File: config.mk
export PLATFORM = sky130hd
export DESIGN_NAME = n_bit_pipelined_adder
export DESIGN_NICKNAME = d
export VERILOG_FILES = /design/src/rtl/n_bit_pipelined_adder.sv
export SDC_FILE = /design/constraint.sdc
export NUM_CORES = 1
export LEC_CHECK = 0
export BUFFER_PORTS_ARGS = -buffer_cell sky130_fd_sc_hd__buf_2
export CELL_PAD_IN_SITES_DETAIL_PLACEMENT = 1
export CELL_PAD_IN_SITES_GLOBAL_PLACEMENT = 1
export CORE_ASPECT_RATIO = 1.25
export CORE_MARGIN = 5
export CORE_UTILIZATION = 39
export DETAILED_ROUTE_END_ITERATION = 8
export PLACE_DENSITY = 0.8
export SYNTH_ARGS = -nofsm -noshare
export SYNTH_HDL_FRONTEND = slang
export SYNTH_SLANG_ARGS = --single-unit
File: constraint.sdc
create_clock -name clk -period 1.88 [get_ports clk]
set_clock_uncertainty 0.15 [all_clocks]
set_input_delay 0.376 -clock clk [delete_from_list [all_inputs] [get_ports clk]]
set_output_delay 0.376 -clock clk [all_outputs]
set_load 0.01 [all_outputs]
File: src/rtl/n_bit_pipelined_adder.sv
// Pipelined unsigned adder: one CHUNK_WIDTH slice per stage, carry registered between stages,
// valid/ready on both sides with a whole-pipe stall. Optional subtract mode: N_BIT_ADDER_SUB_EN.
module n_bit_pipelined_adder #(
  parameter int IN_DATAWIDTH  = 4,
  parameter int OUT_DATAWIDTH = IN_DATAWIDTH + 1,
  parameter int CHUNK_WIDTH   = 2
) (
  input  logic                     clk,
  input  logic                     rst,
  input  logic                     in_valid,
  output logic                     in_ready,
  input  logic [IN_DATAWIDTH-1:0]  in1,
  input  logic [IN_DATAWIDTH-1:0]  in2,
  input  logic                     cin,
`ifdef N_BIT_ADDER_SUB_EN
  input  logic                     sub,
`endif
  output logic                     out_valid,
  input  logic                     out_ready,
  output logic [OUT_DATAWIDTH-1:0] sum
);

  localparam int STAGES = (IN_DATAWIDTH + CHUNK_WIDTH - 1) / CHUNK_WIDTH;

  function automatic int chunk_lo(input int k);
    return k * CHUNK_WIDTH;
  endfunction

  function automatic int chunk_w(input int k);
    return (IN_DATAWIDTH - chunk_lo(k) < CHUNK_WIDTH) ? IN_DATAWIDTH - chunk_lo(k) : CHUNK_WIDTH;
  endfunction

  logic [IN_DATAWIDTH-1:0]  a_q [STAGES], a_d [STAGES], in_a [STAGES];
  logic [IN_DATAWIDTH-1:0]  b_q [STAGES], b_d [STAGES], in_b [STAGES];
  logic [OUT_DATAWIDTH-1:0] s_q [STAGES], s_d [STAGES], in_s [STAGES];
  logic                     c_q [STAGES], c_d [STAGES], in_c [STAGES];
  logic                     v_q [STAGES], v_d [STAGES], in_v [STAGES];
`ifdef N_BIT_ADDER_SUB_EN
  logic                     sub_q [STAGES], sub_d [STAGES], in_sub [STAGES];
`endif

  logic                   advance;
  logic [CHUNK_WIDTH-1:0] ca, cb;
  logic [CHUNK_WIDTH:0]   t, t_sh;

  assign advance   = !out_valid || out_ready;
  assign in_ready  = advance;
  assign out_valid = v_q[STAGES-1];
  assign sum       = s_q[STAGES-1];

  // Stage 0 is fed from the ports; every later stage from its predecessor's registers.
  always_comb begin
    in_a[0] = in1;
    in_s[0] = '0;
    in_v[0] = in_valid;
`ifdef N_BIT_ADDER_SUB_EN
    in_b[0]   = sub ? ~in2 : in2;
    in_c[0]   = cin ^ sub;
    in_sub[0] = sub;
`else
    in_b[0] = in2;
    in_c[0] = cin;
`endif
    for (int k = 1; k < STAGES; k++) begin
      in_a[k] = a_q[k-1];
      in_b[k] = b_q[k-1];
      in_s[k] = s_q[k-1];
      in_c[k] = c_q[k-1];
      in_v[k] = v_q[k-1];
`ifdef N_BIT_ADDER_SUB_EN
      in_sub[k] = sub_q[k-1];
`endif
    end
  end

  // NOTE: the per-chunk temporaries are fully assigned before use in every iteration, so no latch forms.
  always_comb begin
    ca   = '0;
    cb   = '0;
    t    = '0;
    t_sh = '0;
    for (int k = 0; k < STAGES; k++) begin
      ca     = CHUNK_WIDTH'(in_a[k] >> chunk_lo(k));
      cb     = CHUNK_WIDTH'(in_b[k] >> chunk_lo(k));
      t      = {1'b0, ca} + {1'b0, cb} + {{CHUNK_WIDTH{1'b0}}, in_c[k]};
      t_sh   = t >> chunk_w(k);
      c_d[k] = t_sh[0];
      // The last chunk also deposits its carry-out into the top result bit.
      if (k == STAGES - 1) begin
        s_d[k] = in_s[k] | (OUT_DATAWIDTH'(t) << chunk_lo(k));
`ifdef N_BIT_ADDER_SUB_EN
        s_d[k][OUT_DATAWIDTH-1] = s_d[k][OUT_DATAWIDTH-1] ^ in_sub[k];
`endif
      end else begin
        s_d[k] = in_s[k] | (OUT_DATAWIDTH'(t[CHUNK_WIDTH-1:0]) << chunk_lo(k));
      end
      a_d[k] = in_a[k];
      b_d[k] = in_b[k];
      v_d[k] = in_v[k];
`ifdef N_BIT_ADDER_SUB_EN
      sub_d[k] = in_sub[k];
`endif
    end
  end

  // NOTE: data registers are reset along with valids so sum reads 0 during and right after reset.
  always_ff @(posedge clk) begin
    if (rst) begin
      for (int k = 0; k < STAGES; k++) begin
        a_q[k] <= '0;
        b_q[k] <= '0;
        s_q[k] <= '0;
        c_q[k] <= 1'b0;
        v_q[k] <= 1'b0;
`ifdef N_BIT_ADDER_SUB_EN
        sub_q[k] <= 1'b0;
`endif
      end
    end else if (advance) begin
      for (int k = 0; k < STAGES; k++) begin
        a_q[k] <= a_d[k];
        b_q[k] <= b_d[k];
        s_q[k] <= s_d[k];
        c_q[k] <= c_d[k];
        v_q[k] <= v_d[k];
`ifdef N_BIT_ADDER_SUB_EN
        sub_q[k] <= sub_d[k];
`endif
      end
    end
  end

  // Final-stage operand/carry copies have no consumer.
  logic unused_last;
`ifdef N_BIT_ADDER_SUB_EN
  assign unused_last = ^{a_q[STAGES-1], b_q[STAGES-1], c_q[STAGES-1], sub_q[STAGES-1]};
`else
  assign unused_last = ^{a_q[STAGES-1], b_q[STAGES-1], c_q[STAGES-1]};
`endif

endmodule

# == Word level (Yosys, flattened, before mapping) ==
# Memories as Yosys holds them, arrays and structs flattened.
# Index checks and enable logic that the tools add are counted.
# classes
n_addsub,4
n_mux,15
bitwise_logic,11
reduce_logical,2
# ops
op,n
4-bit two-way mux,4
5-bit two-way mux,2
1-bit bitwise OR,10
1-bit two-way mux,9
2-bit by 2-bit adder with 3-bit output,2
3-bit by 1-bit adder with 3-bit output,2
5-bit bitwise OR,1
1-bit zero test,1
1-bit logical OR,1
# totals
ff_bits,0
ramBits,30
inputBits,13
out_inout_bits,7
word_cells,37
mem_count,5
# memory_table
name,words,word_bits,read_ports,rd_ports_with_merged_regs,wr,line,text
s_q,2,5,2,0,2,35,"logic [OUT_DATAWIDTH-1:0] s_q [STAGES], s_d [STAGES], in_s [STAGES];"
a_q,2,4,1,0,2,33,"logic [IN_DATAWIDTH-1:0] a_q [STAGES], a_d [STAGES], in_a [STAGES];"
b_q,2,4,1,0,2,34,"logic [IN_DATAWIDTH-1:0] b_q [STAGES], b_d [STAGES], in_b [STAGES];"
c_q,2,1,1,0,2,36,"logic c_q [STAGES], c_d [STAGES], in_c [STAGES];"
v_q,2,1,2,0,2,37,"logic v_q [STAGES], v_d [STAGES], in_v [STAGES];"

# == Depth between registers and ports, before layout ==
# Gate-level depths: netlist of run 1.
# An unclocked memory read counts as a cell.
# logic_depth
ltp_word,7
ltp_mapped,4
ltp_nobuf,4

# == Worst setup path before layout of run 1 ==
# OpenSTA, ideal clock, no wires.
# synth_timing
path_kind,input -> register
start,input port in1[0]
end,"memory s_q[0][1] in the netlist's numbering, data pin"
setup_time_ns,0.260
arrival_time_ns,1.355
required_time_ns,1.470
path_slack_ns,0.115
stages,4
path_buffers,0
path_cell_list,inv_1 -> fa_1 -> fa_1 -> nor3_1
# synth_lines
item,line,text
"start, declared",12,"input logic [IN_DATAWIDTH-1:0] in1,"
"end, declared",35,

==> results.yml, run 1 <==
clock_tree:
  cts.clk_slew.worst_paths_ns: 0.08
  clock_latency_ns: 0.27
  cts_tree: "yes"
  cts_hold_buf: 0
  cts_buffers: 3
  ctsResizeCount: 0
  htree_levels: 1
  post_cts_buffers: 0
  clockBufferDepth: 2
  clock-sinks: 14
  clock-root-buffer: "clkbuf_4"
timing:
  worst_pin_slew_ns: 0.290
  drv_slew: 0
  setup_slack_ns: 0.103
  finalCritPeriodShare_pct: 94.5
  max_slew_margin_pct: 80.7
  finalHoldViolations: 0
  rsz0062_at_grt: "false"
  clock.fmax_ghz: 0.563
  timing.final.crit_period_ns: 1.78
  setup-violations-final: 0
  hold_ws_ns: 0.290
power_and_ir_drop:
  p_sw_share_pct: 22.5
  power_density_nw_per_um2: 776
  power_uw: 648
  max-vdd-ir-drop_uv: 368
  internal_power_uw: 502
  power_frac_seq_pct: 59.2
  pwr-share-clk_pct: 25.2
  comb_power_share_pct: 15.5
  p_sw_uw: 146
  p_leak_uw: 0.000368
place:
  port_buffers: 19
  pre_cts_slack_ns: -0.00431
  finalWeightedCongestion: 0.650
  hpwlAfterDp_um: 989
synth:
  netlist_top_cells_area: "edfxtp_1, fa_1, inv_1"
  synth_top_area_share_pct: 60.2
  synth.largest_area_cell: "edfxtp_1"
  seq_area_frac_synth_pct: 60.2
  syn_nets: 65
  synth-seq-cells: 14
  yosysWarnings: 0
  avgSynthCellArea_um2: 14.5
  syn_area_um2: 698
  synthCells: 48
  synth.distinct_cells: 11
cells_and_area:
  area_delta_synth_final_pct: 19.5
  final_nets: 89
  layout_commonest_cell: "buf_2"
  final_cell_mix: "buf_2, edfxtp_1, inv_1"
  regArea_um2: 420
  drive_gt1_share_pct: 40.8
  num_antenna_cells: 0
  multiInputGateArea_um2: 205
  n_fill_cell: 196
detailed_routing:
  first_pass_iters: 2
  ant_nets: 0
  drc: 0
  drt_iter0_drc: 1
  vias: 423
  drt-wirelength-per-cell_um: 13.5
  viasPerCell: 4.70
  drt-total-wl_mm: 1.21
global_route:
  overflow: 0
  grt_pass1_wl_mm: 2.05
  first_global_vias: 508
  antenna_found_initial: 0
  grt_max_degree: 16
  grt.total_usage_pct: 10.7
floorplan:
  die_h_um: 57.3
  io_pins: 20
  die_w_um: 47.8
  start_util_pct: 40.0
  core_um2: 1740
  rows: 17
  fp.dieArea_um2: 2740
worst_setup_path:
  r2r_cells: 4
  r2r_slack_ns: 0.10
  crit_arrival_ns: 1.65
  timing.rr.start: "a_q[0][2]"
  critical_path_class: "reg2reg"
  worstSetupStartpointType: "register"
  cp_max_fo: 1
  critPathLaunch: "a_q[0][2]"
  crit_end: "s_q[0][8]"
  worstPathRequired_ns: 1.75
  r2r-end: "s_q[0][8]"
  crit_path_end_kind: "register"
hold_path:
  hold_path_class: "in2reg"
job:
  max_cap_violations: 0
run_status:
  status: "finished clean"
[routing by layer]
layer | vias up | GRT usage [%] | part of all wire, %
li1 | 205 | - | -
met1 | 203 | 10.6 | 37
met2 | 13 | 18.7 | 56
met3 | 2 | 1.89 | 4.5
met4 | 0 | 6.92 | 2.2
met5 | - | 0 | 0
[cells by family (layout without fill, tap and decap cells)]
logic type	after synthesis	in the layout	synth area share, %
buffers and inverters	14	37	10.4
AND/OR/NAND/NOR	16	16	17.9
adder cells (fa/ha/maj)	4	4	11.5
flip-flops	14	14	60.2
[flip-flops by register name (all words and copies together), names as in the netlist]
register and count:
a_q 2, v_q 2, s_q 7, c_q 1
b_q 2
[synthesized netlist by cell type, drive strengths merged]
cell type / count
fa: 4
inv: 11
nor3b: 8
nor3: 6
nor2b: 1
nand2b: 1
buf: 3
edfxtp: 14
[critical path, cell delays in order, from the launching register on]
cell	delay (ns)
edfxtp_1	0.32
inv_1	0.05
fa_1	0.44
fa_1	0.52
nor3_1	0.06
[how the worst min path moves through the flow]
stage / to / startpoint / cells after the start
6_report: b_q[0][2] / in2[2] / 2
5_1_grt: b_q[0][2] / in2[2] / 2
4_1_cts: b_q[0][2] / in2[2] / 2
3_5_place_dp: s_q[0][5] / s_q[0][0] / 1
3_3_place_gp: s_q[0][5] / s_q[0][0] / 1
2_1_floorplan: s_q[0][5] / s_q[0][0] / 1
[cell type report]
| type | instances | area share (%) |
|---|---|---|
| clock buffers | 3 | 2.70 |
| clock inverters | 1 | 0.450 |
| inverters | 11 | 4.95 |
| multi-input cells | 20 | 24.6 |
| flip-flops and latches | 14 | 50.4 |
| well taps | 19 | 2.85 |
| repair buffers | 22 | 14.1 |
[metrics by stage]
step	setup TNS (ns)	cells	instance area (um2)	utilization [%]
floorplan	0	48	698	-
global placement	0	86	808	46.3
detailed placement	-0.00431	86	808	46.3
CTS	0	90	835	47.8
global route	0	90	835	47.8
finish	0	90	835	47.8
[power by group through the flow]
| stage | Clock, uW | Sequential (uW) | Combinational (uW) |
|---|---|---|---|
| finish | 163 | 384 | 101 |
| global route | 190 | 386 | 112 |
| global placement | 0 | 389 | 95.2 |
| floorplan | 0 | 398 | 54.4 |
| CTS | 173 | 384 | 105 |
| detailed placement | 0 | 391 | 103 |
No activity file was read; power rests on OpenSTA's default activity.
==> run 2, diff against run 1 <==
CTS_CLUSTER_DIAMETER = 100   (was default)
GPL_TIMING_DRIVEN = 0   (was default)
clock period = 1.9 ns   (was 1.88 ns; I/O delays follow)
==> run 2 against run 1 <==
Compared with the run above:
- final area rose by 1.6%
- core utilization rose by 0.79 points
- global-route usage rose by 0.49 points
- sequential share of layout area fell by 0.82 points
- count of clock-buffer cells in the layout did not move
- critical path depth did not move
- worst hold slack got worse by 0.013 ns
- sequential power fell by 1%
- combinational power rose by 4%
- non-clock buffer count did not move
- first-iteration DRC count rose by 100%
- fmax fell by 2.3%
- critical path type unchanged
- largest cell class unchanged
==> results.yml, run 2 (synthesis gave the netlist of run 1 again) <==
run_status:
  status: "finished clean"
power_and_ir_drop:
  p_leak_uw: 0.000373
  max-vdd-ir-drop_uv: 376
  power_uw: 650
  power_density_nw_per_um2: 766
timing:
  clock.fmax_ghz: 0.550
  max_slew_margin_pct: 57.3
  finalHoldViolations: 0
  finalCritPeriodShare_pct: 95.7
  rsz0062_at_grt: "false"
  timing.final.crit_period_ns: 1.82
  setup-violations-final: 0
  drv_slew: 0
  setup_slack_ns: 0.0808
  worst_pin_slew_ns: 0.641
clock_tree:
  post_cts_buffers: 0
  cts_buffers: 3
  clock_latency_ns: 0.27
  clock-root-buffer: "clkbuf_4"
  cts.clk_slew.worst_paths_ns: 0.08
  cts_tree: "yes"
  clock-sinks: 14
  htree_levels: 1
  clockBufferDepth: 2
floorplan:
  die_w_um: 47.8
  fp.dieArea_um2: 2740
  die_h_um: 57.3
  io_pins: 20
  start_util_pct: 40.0
  rows: 17
  core_um2: 1740
worst_setup_path:
  r2r_slack_ns: 0.08
  path_buf_inv: 1
  critical_path_class: "reg2reg"
  path_cells: "inv_1, fa_1, fa_1, nor3_2"
  critPathLaunch: "a_q[0][2]"
  crit_slowest_cell: "fa_1"
  timing.rr.start: "a_q[0][2]"
  crit_arrival_ns: 1.78
  r2r_cells: 4
  cp_max_fo: 1
  slowest_delay_ns: 0.48
  crit_path_end_kind: "register"
  crit_top_cell: "fa_1"
  r2r-end: "s_q[0][8]"
  worstSetupStartpointType: "register"
  worstPathRequired_ns: 1.86
  cpLargestDelayFamily: "adder cells"
cells_and_area:
  area_delta_synth_final_pct: 21.5
  num_antenna_cells: 0
  largest_reg_flops: 7
  drive_gt1_share_pct: 42.3
  final_cell_mix: "buf_2, edfxtp_1, inv_1"
  final_nets: 89
  layout_commonest_cell: "buf_2"
  top_register: "s_q"
hold_path:
  worstHoldStart: "in1[2]"
  hold_path_class: "in2reg"
  hold_depth: 2
  whs_endpoint: "a_q[0][2]"
detailed_routing:
  vias: 414
  drc: 0
  drt_iter0_drc: 2
  ant_nets: 0
  first_pass_iters: 2
  drt-wirelength-per-cell_um: 14.2
  drt-total-wl_mm: 1.28
  viasPerCell: 4.60
place:
  pre_cts_slack_ns: -0.0237
  finalWeightedCongestion: 0.730
  port_buffers: 19
  hpwlAfterDp_mm: 1.03
global_route:
  grt_pass1_wl_mm: 2.08
  overflow: 0
  first_global_vias: 468
  grt_max_degree: 15
  antenna_found_initial: 0
  grt.total_usage_pct: 11.2
job:
  max_cap_violations: 0
run 2: through the flow:
| step | hold slack, ns | utilization (%) | cell area, um2 | cells | TNS [ns] |
|---|---|---|---|---|---|
| 4_1_cts | 0.272 | 48.6 | 848 | 90 | 0 |
| 6_report | 0.277 | 48.6 | 848 | 90 | 0 |
| 3_3_place_gp | 0.405 | 46.8 | 817 | 86 | 0 |
| 2_1_floorplan | 0.387 | - | 698 | 48 | 0 |
| 5_1_grt | 0.288 | 48.6 | 848 | 90 | 0 |
| 3_5_place_dp | 0.427 | 46.8 | 817 | 86 | -0.0237 |
run 2: worst max path at each step:
stage | endpoint | slack (ns) | cells after the start
detailed placement | s_q[0][1] | -0.02 | 5
global route | s_q[0][8] | 0.001 | 4
global placement | s_q[0][1] | 0.02 | 5
finish | s_q[0][8] | 0.08 | 4
CTS | s_q[0][8] | 0.04 | 4
floorplan | s_q[0][1] | 0.13 | 4
run 2: metal layers:
| layer | GRT usage [%] | part of all wire [%] |
|---|---|---|
| met5 | 0 | 0 |
| met4 | 6.92 | 2.1 |
| met3 | 3.15 | 5.0 |
| met2 | 18.5 | 54 |
| met1 | 11.6 | 38 |
run 2: final cells by class:
type	instances	area [um2]
timing repair buffer	19	95.1
sequential	14	420
fill	195	896
clock buffer	3	22.5
buffer	3	31.3
clock inverter	1	3.75
tap	19	23.8
multi-input combinational	20	210
inverter	11	41.3
run 2: timing repair:
item                                    in CTS  in global routing
gates resized for setup                      1                  0
hold buffers                                 0                  0
endpoints found under the setup margin       1                  0
hold endpoints to repair                     0                  0
run 2: where the power goes:
part,switching [uW],internal [uW]
Sequential,6.98,373
Combinational,53.5,51.1
Clock,89.6,75.9
Total,150,500
